### src/rtl/broadcast_queue.sv
// Elastic one-to-N broadcaster: a shared ring buffer with one write pointer and one read pointer per destination.
// Optional registered slowest-destination occupancy output o_lag, enabled by defining BROADCAST_QUEUE_LAG_EN.
module broadcast_queue #(
   parameter int N     = 2,
   parameter int DW    = 32,
   parameter int DEPTH = 4
) (
   input  logic                      i_clk,
   input  logic                      i_rst,
   input  logic                      src_rdy,
   output logic                      src_ack,
   input  logic [DW-1:0]             src_data,
   output logic [N-1:0]              dst_rdys,
   input  logic [N-1:0]              dst_acks,
   output logic [N*DW-1:0]           dst_datas
`ifdef BROADCAST_QUEUE_LAG_EN
   ,
   output logic [$clog2(DEPTH):0]    o_lag
`endif
);

   localparam int          AW       = $clog2(DEPTH);
   localparam logic [AW:0] FULL_OCC = (AW+1)'(DEPTH);
   localparam logic [AW:0] PTR_ONE  = (AW+1)'(1);

   logic [AW:0]   wptr;
   logic [AW:0]   wptr_nxt;
   logic [AW:0]   rptr     [N];
   logic [AW:0]   rptr_nxt [N];
   logic [AW:0]   occ      [N];
   logic          full;
   logic [DW-1:0] mem      [DEPTH];

   // Full only depends on registered pointers, so no dst ack can combinationally reach src_ack.
   always_comb begin
      full = 1'b0;
      for (int i = 0; i < N; i++) begin
         occ[i]      = wptr - rptr[i];
         dst_rdys[i] = (occ[i] != '0);
         if (occ[i] == FULL_OCC) begin
            full = 1'b1;
         end
      end
   end

   assign src_ack  = src_rdy && !full;
   assign wptr_nxt = src_ack ? (wptr + PTR_ONE) : wptr;

   always_comb begin
      for (int i = 0; i < N; i++) begin
         rptr_nxt[i] = (dst_rdys[i] && dst_acks[i]) ? (rptr[i] + PTR_ONE) : rptr[i];
      end
   end

   always_ff @(posedge i_clk) begin
      if (!i_rst) begin
         wptr <= '0;
         for (int i = 0; i < N; i++) begin
            rptr[i] <= '0;
         end
      end else begin
         wptr <= wptr_nxt;
         for (int i = 0; i < N; i++) begin
            rptr[i] <= rptr_nxt[i];
         end
      end
   end

   // Payload storage is deliberately left unreset; reset only makes old entries unreachable.
   always_ff @(posedge i_clk) begin
      if (src_ack) begin
         mem[wptr[AW-1:0]] <= src_data;
      end
   end

   for (genvar g = 0; g < N; g++) begin : g_dst
      assign dst_datas[g*DW +: DW] = mem[rptr[g][AW-1:0]];
   end

`ifdef BROADCAST_QUEUE_LAG_EN
   logic [AW:0] lag_nxt;
   logic [AW:0] occ_nxt [N];

   // The max is taken over next-state pointers so the register shows post-edge occupancy.
   always_comb begin
      lag_nxt = '0;
      for (int i = 0; i < N; i++) begin
         occ_nxt[i] = wptr_nxt - rptr_nxt[i];
         if (occ_nxt[i] > lag_nxt) begin
            lag_nxt = occ_nxt[i];
         end
      end
   end

   always_ff @(posedge i_clk) begin
      if (!i_rst) begin
         o_lag <= '0;
      end else begin
         o_lag <= lag_nxt;
      end
   end
`endif

endmodule

### config.mk
export PLATFORM = sky130hd
export DESIGN_NAME = broadcast_queue
export DESIGN_NICKNAME = d
export VERILOG_FILES = /design/src/rtl/broadcast_queue.sv
export SDC_FILE = /design/constraint.sdc
export NUM_CORES = 1
export LEC_CHECK = 0
export ABC_AREA = 1
export CORE_UTILIZATION = 30
export CTS_CLUSTER_SIZE = 20
export DETAILED_ROUTE_END_ITERATION = 8
export PLACE_DENSITY_LB_ADDON = 0.05
export REMOVE_ABC_BUFFERS = 1
export SYNTH_ARGS = -nofsm -noshare
export SYNTH_HDL_FRONTEND = slang
export SYNTH_SLANG_ARGS = --single-unit
### constraint.sdc
create_clock -name i_clk -period 10.2 [get_ports i_clk]
set_input_delay 2.04 -clock i_clk [delete_from_list [all_inputs] [get_ports i_clk]]
set_output_delay 2.04 -clock i_clk [all_outputs]
set_load 0.01 [all_outputs]
==> results.md, run 1 <==
- R2R Path End: mem[1][14]
- Post-DR vias/cell: 5.06
- Cts repair resizes: 0
- Final period util: 53.1%
- Switch share: about two fifths
- Final wirelength: approximately 19 mm
- Clk buf depth: 2
- Die Wd: 147 µm
- Final net count: 738
- Worst Reg-to-Reg Cells: 9
- R2R Setup Slk: about 7.4 ns
- Peak supply drop: ~0.17 mV
- Hold_ws: 0.531 ns
- Critical Path Sink: src_ack
- Worst r2r src: rptr[0][0]
- Die area: about 22000 µm²
- Outcome: completed
- Max Cap Violations: 0
- Relative slew slack: 18.0%
- Synth cell types: 22
- Internal power: approximately 1800 µW
- Crit path DAT: between 3 and 4 ns
- Iter 0 DRT Violations: 290
- CTS tree: built
- Core area: between 20000 and 25000 µm²
- Remaining Overflow, GRT: 0
- Flop pwr share: ~28%
- Tmin final: between 5 and 6 ns
- Final Skew: around 0.008 ns
- Hold Crit Depth: 2
- Worst-path fanout max: 10
- Worst setup EP type: primary output
- Critical path launch point type: input port
- I/O pin total: between 100 and 150
- Die height: roughly 150 µm
- GRT Util Overall: between 10% and 20%
- Cell count after synthesis: around 600
- Final setup viols: 0
- Final Hold Vio Count: 0
- Max Slew Vio Count: 0
- Sequential fraction of the synthesis area: between 60% and 70%
- Part of the power in combinational logic: 50.0%
- Slew of the pin with the lowest slew margin: between 1 and 1.5 ns
- Crit Path Category: in2out
- Vias in the first global route: around 5000
- Clock Latency Late Sink: between 0.4 and 0.5 ns
- LEAKAGE: roughly 0.0028 µW
- Critical Path Source: src_rdy
- Initial antenna violation count: 0
- Num CTS Buffers: 17
- Setup TNS: 0 ns
- Area Growth Syn to Fin: 30.3%
- Setup Buffers After CTS: 0
- RD Place Congestion: 0.747
- First-pass GRT wire length: between 20 and 30 mm
- Psw: about 1100 µW
- Clock root cell: clkbuf_16
- HP Class: reg2reg
- Register bit count reported by yosys: roughly 140
- # hold bufs at CTS: 0
- CTS sink cnt: about 140
- Rows: 52
- Via count: between 4000 and 5000
- Layout cell share with drive strength beyond 1: under 10%
- Drt wl/cell: roughly 19 µm
- Port bufs: slightly above 100
- Largest net degree at the start of global routing: 69
- Drt pass-1 iters: 5
- Clock transition at path regs: approximately 0.06 ns
- Initial Utilization: between 30 and 40%
- # DRC: 0
- Pwr Density: approximately 350 nW/µm²
- Synthesized cell area: about 6300 µm²
- Critical Path RT: between 8 and 9 ns
- Antenna viol nets, final: 0
- Mean Syn Cell Area: roughly 10 µm²
- Post-DP HPWL: 9.72 mm
- Diode count: 0
- H-Tree Depth: 4
- Max Clk Rate: between 0.15 and 0.2 GHz
- RSZ-0062 raised after global routing: no
- Clock share of power: 21.9%
- Synth warn: 0
==> state kept, by name, indices dropped and copies added, names as in the netlist <==
name	flops
mem	128
rptr	6
wptr	3
==> worst min-delay path by stage <==
stage                  to  slack, ns       start
2_1_floorplan  rptr[0][2]       0.49  rptr[0][2]
6_report       rptr[0][5]       0.53  rptr[0][5]
5_1_grt        rptr[0][5]       0.55  rptr[0][5]
3_3_place_gp   rptr[0][2]       0.51  rptr[0][2]
3_5_place_dp   rptr[0][5]       0.52  rptr[0][5]
4_1_cts        rptr[0][5]       0.53  rptr[0][5]
==> cells by family (layout without fill, tap and decap cells) <==
logic type / after synthesis / after routing / synth area share [%]
XOR/XNOR: 3 / 3 / 0.419
adder cells (fa/ha/maj): 10 / 10 / 1.99
flip-flops: 137 / 137 / 64.1
AND/OR/NAND/NOR: 185 / 185 / 11.9
buffers and inverters: 63 / 168 / 4.29
AO/OA/AOI/OAI: 201 / 201 / 17.3
==> cell usage in the layout (no fill, tap or decap), types with 2 or more instances in the layout <==
cell             netlist  routed
ha_1                  10      10
o21ai_0              132     132
buf_4                  2      11
bufinv_16              0       4
clkinvlp_4             0       2
xor2_1                 3       3
nand2_2                5       5
inv_1                 19      19
nor2_4                 0       4
edfxtp_1             128     128
dfxtp_2                0       2
a21oi_1                4       4
clkinv_2               0       2
clkinv_1               0       5
nand3_2                2       2
o22ai_1               64      64
nor2_1               146     142
inv_2                  3       3
nand2_1               28      28
clkdlybuf4s50_1        0     103
clkbuf_16              0      17
dfxtp_1                9       7
==> critical path, stage by stage <==
cell and delay [ns]:
clkdlybuf4s50_1 0.52, nand3_4 0.19, inv_1 0.09, clkdlybuf4s50_1 0.53
==> final cells by class <==
class	count	area, µm²
sequential	137	4030
tap	270	338
timing repair buffer	114	1110
clock buffer	17	425
multi-input combinational	399	2010
inverter	22	82.6
fill	1930	12200
clock inverter	15	181
==> through the flow <==
stage | instance area [µm²] | cells | power, µW | worst slack, ns | util, %
5_1_grt | 8180 | 974 | 3080 | 4.72 | 40.2
4_1_cts | 8180 | 974 | 2930 | 4.77 | 40.2
3_5_place_dp | 7570 | 942 | 2280 | 4.78 | 37.2
3_3_place_gp | 7570 | 942 | 2260 | 4.77 | 37.2
2_1_floorplan | 6090 | 558 | 1510 | 5.87 | -
6_report | 8180 | 974 | 2890 | 4.78 | 40.2
==> power groups by stage <==
stage	logic (µW)	registers [µW]	clock network [µW]
after floorplan	646	868	0
after global placement	1450	818	0
after detailed placement	1460	822	0
after CTS	1470	811	648
after global routing	1580	824	673
final	1450	811	633
==> routing by layer <==
metal | GRT usage [%] | wire length (µm) | up-vias
li1 | - | - | 2345
met1 | 21.8 | 8190 | 2426
met2 | 30.8 | 9300 | 150
met3 | 4.41 | 865 | 11
met4 | 4.95 | 184 | 0
met5 | 0 | 0 | -
==> synthesized netlist by cell type (all sizes together) <==
library cell / number / area [µm²]
edfxtp: 128 / 3840
nand4: 1 / 6.26
o21ai: 132 / 661
inv: 22 / 82.6
dfxtp: 9 / 180
clkbuf: 24 / 90.1
a21oi: 4 / 20.0
ha: 10 / 125
buf: 17 / 96.3
nand2: 34 / 148
o21bai: 1 / 7.51
xor2: 3 / 26.3
nor2: 146 / 548
o22ai: 64 / 400
nand3: 4 / 42.5
Power figures use the tool's default switching activity.
==> inputs of run 2 (changes only) <==
Clock period 10.2 ns to 5.2 ns, I/O delays scaled along.
==> run 2 against run 1 <==
  * Core utilization is essentially flat
  * Die area is the same
  * Setup slack worse by 3.8 ns
  * Worst hold slack better by 0.0011 ns
  * Sequential power rose by 96%
  * Global-route usage is 0.13 points lower
  * Clock-buffer cell count unchanged
  * First-iteration DRC count up 6.9%
  * Final cell count down 0.10%
  * Critical path type is now reg2out
  * Highest routed layer unchanged
==> results.md, run 2 (synthesis results as in run 1) <==
- Max Clk Rate: around 0.24 GHz
- Die area: 21500 µm² (unchanged)
- Slowest-stage cell, CP: clkdlybuf4s50_1
- Final period util: 80.5%
- First-pass GRT wire length: 28.5 mm (+0.73%)
- Final net count: 737 (-0.14%)
- Via count: 4909 (-0.47%)
- Commonest non-fill, non-tap cell in the layout: nor2_1
- Critical path launch point type: flop
- Worst slack, placed: 1.39 ns (-3.39 ns)
- Worst setup EP type: primary output
- Vias in the first global route: 5067 (+2.6%)
- Final wirelength: 18.4 mm (-0.64%)
- Final setup viols: 0 (unchanged)
- Cts repair resizes: 0 (unchanged)
- Iter 0 DRT Violations: 310 (+6.9%)
- Worst-path fanout max: 35 (+25)
- Hold_ws: 0.532 ns (+0.00109 ns)
- Max Slew Vio Count: 0 (unchanged)
- Design area: 8190 µm² (+0.12%)
- Diode count: 0 (unchanged)
- H-Tree Depth: 4 (unchanged)
- Antenna viol nets, final: 0 (unchanged)
- I/O pin total: 104 (unchanged)
- CP most frequent cell: inv_1
- LEAKAGE: 0.00285 µW (+0.31%)
- Layout cell share with drive strength beyond 1: 8.53% (+0.58 points)
- Cells along the critical path: buf_4 > inv_1 > ha_1 > inv_1 > nor2_1 > nor2_1 > nand2_2 > nand2_2 > nand2_4 > nand3_4 > inv_1 > clkdlybuf4s50_1
- Tmin final: approximately 4.2 ns
- CTS tree: built
- Delay-heaviest family, CP: buffers and inverters
- Final Hold Vio Count: 0 (unchanged)
- Port bufs: 103 (unchanged)
- Number of buffers and inverters on the critical path: 5 (+2)
- CTS sink cnt: 137 (unchanged)
- DP Area: 7570 µm² (about the same)
- Clock Latency Late Sink: 0.42 ns (about the same)
- Post-DP HPWL: 10.6 mm (+8.9%)
- RD Place Congestion: 0.736 (-1.5%)
- Die height: 147 µm (unchanged)
- Clock transition at path regs: 0.06 ns (about the same)
- Final WS setup: 1.01 ns (-3.77 ns)
- Relative slew slack: 20.2% (+2.3 points)
- Critical Path RT: 4.16 ns (-4.00 ns)
- Final non-filler cell total: 973 (-0.10%)
- Setup TNS: 0 ns (unchanged)
- Critical Path Max Stage Delay: 0.53 ns (about the same)
- Setup Buffers After CTS: 0 (unchanged)
- Die Wd: 147 µm (unchanged)
- Cells after DPL: 941 (-0.11%)
- # hold bufs at CTS: 0 (unchanged)
- Core area: 20400 µm² (unchanged)
- Area Growth Syn to Fin: 30.5%
- Rows: 52 (unchanged)
- GRT Util Overall: 17.6% (-0.13 points)
- Largest net degree at the start of global routing: 68 (-1.4%)
- Post-DR vias/cell: 5.05 (-0.36%)
- Pwr Density: 695 nW/µm² (+97%)
- Number of fill cells in the layout: 1948 (+0.93%)
- HP Class: reg2reg
- RSZ-0062 raised after global routing: no
- Final Skew: 0.0107 ns (+0.00254 ns)
- Remaining Overflow, GRT: 0 (unchanged)
- Commonest non-fill, non-tap cells in the layout: nor2_1, o21ai_0, edfxtp_1
- Slew of the pin with the lowest slew margin: 1.20 ns (-0.0322 ns)
- Max Cap Violations: 0 (unchanged)
- Crit path DAT: 3.15 ns (-0.23 ns)
- Initial antenna violation count: 0 (unchanged)
- Clock root cell: clkbuf_16
- Peak supply drop: 0.221 mV (+28%)
- # DRC: 0 (unchanged)
- Clk buf depth: 2 (unchanged)
- Outcome: completed
- Drt pass-1 iters: 4 (-1)
- Crit Path Category: reg2out
- Max reg flops: 128 (unchanged)
- Initial Utilization: 30.8% (unchanged)
- Num CTS Buffers: 17 (unchanged)
- Drt wl/cell: 18.9 µm (-0.53%)
run 2: cell types whose count changed in the layout (fill, tap and decap cells not counted):
| cell | delta |
|---|---|
| buf_4 | -1 |
| clkinv_1 | -5 |
| clkinv_2 | +2 |
| clkinv_4 | +1 |
| inv_6 | +2 |
run 2: final timing paths:
path | startpoint | slack, ns | end | cells past startpoint
setup / recovery | rptr[0][4] | 1.01 | src_ack | 12
hold / removal | rptr[0][5] | 0.53 | rptr[0][5] | 2
setup reg to reg | rptr[0][4] | 1.77 | mem[3][21] | 12
hold reg to reg | rptr[0][5] | 0.53 | rptr[0][5] | 2
run 2: power by group:
part | total [µW] | switching [µW] | internal [µW]
registers | 1590 | 93.6 | 1490
logic | 2830 | 1660 | 1170
clock network | 1280 | 475 | 804
run 2: through the flow:
step | total power (µW) | util, %
6_report | 5700 | 40.2
5_1_grt | 6060 | 40.2
4_1_cts | 5780 | 40.2
3_5_place_dp | 4480 | 37.2
3_3_place_gp | 4450 | 37.2
2_1_floorplan | 2970 | -
run 2: cell type report:
type	instances	area, µm²	share of cell area (%)
inverters	22	82.6	1.01
flip-flops and latches	137	4030	49.2
well taps	270	338	4.12
clock inverters	15	199	2.43
repair buffers	113	1110	13.5
clock buffers	17	425	5.19
multi-input cells	399	2010	24.6
run 2: tightest hold or removal path, cell delays in order, from the launching register on:
cell and delay [ns]:
dfxtp_1 0.35, nand2_1 0.08, a21oi_1 0.05
run 2: per-layer routing:
| metal | vias up | track usage [%] | routed length (µm) |
|---|---|---|---|
| li1 | 2343 | - | - |
| met1 | 2411 | 22.3 | 8380 |
| met2 | 130 | 30.0 | 9150 |
| met3 | 25 | 3.53 | 630 |
| met4 | 0 | 5.68 | 263 |
| met5 | - | 0 | 0 |
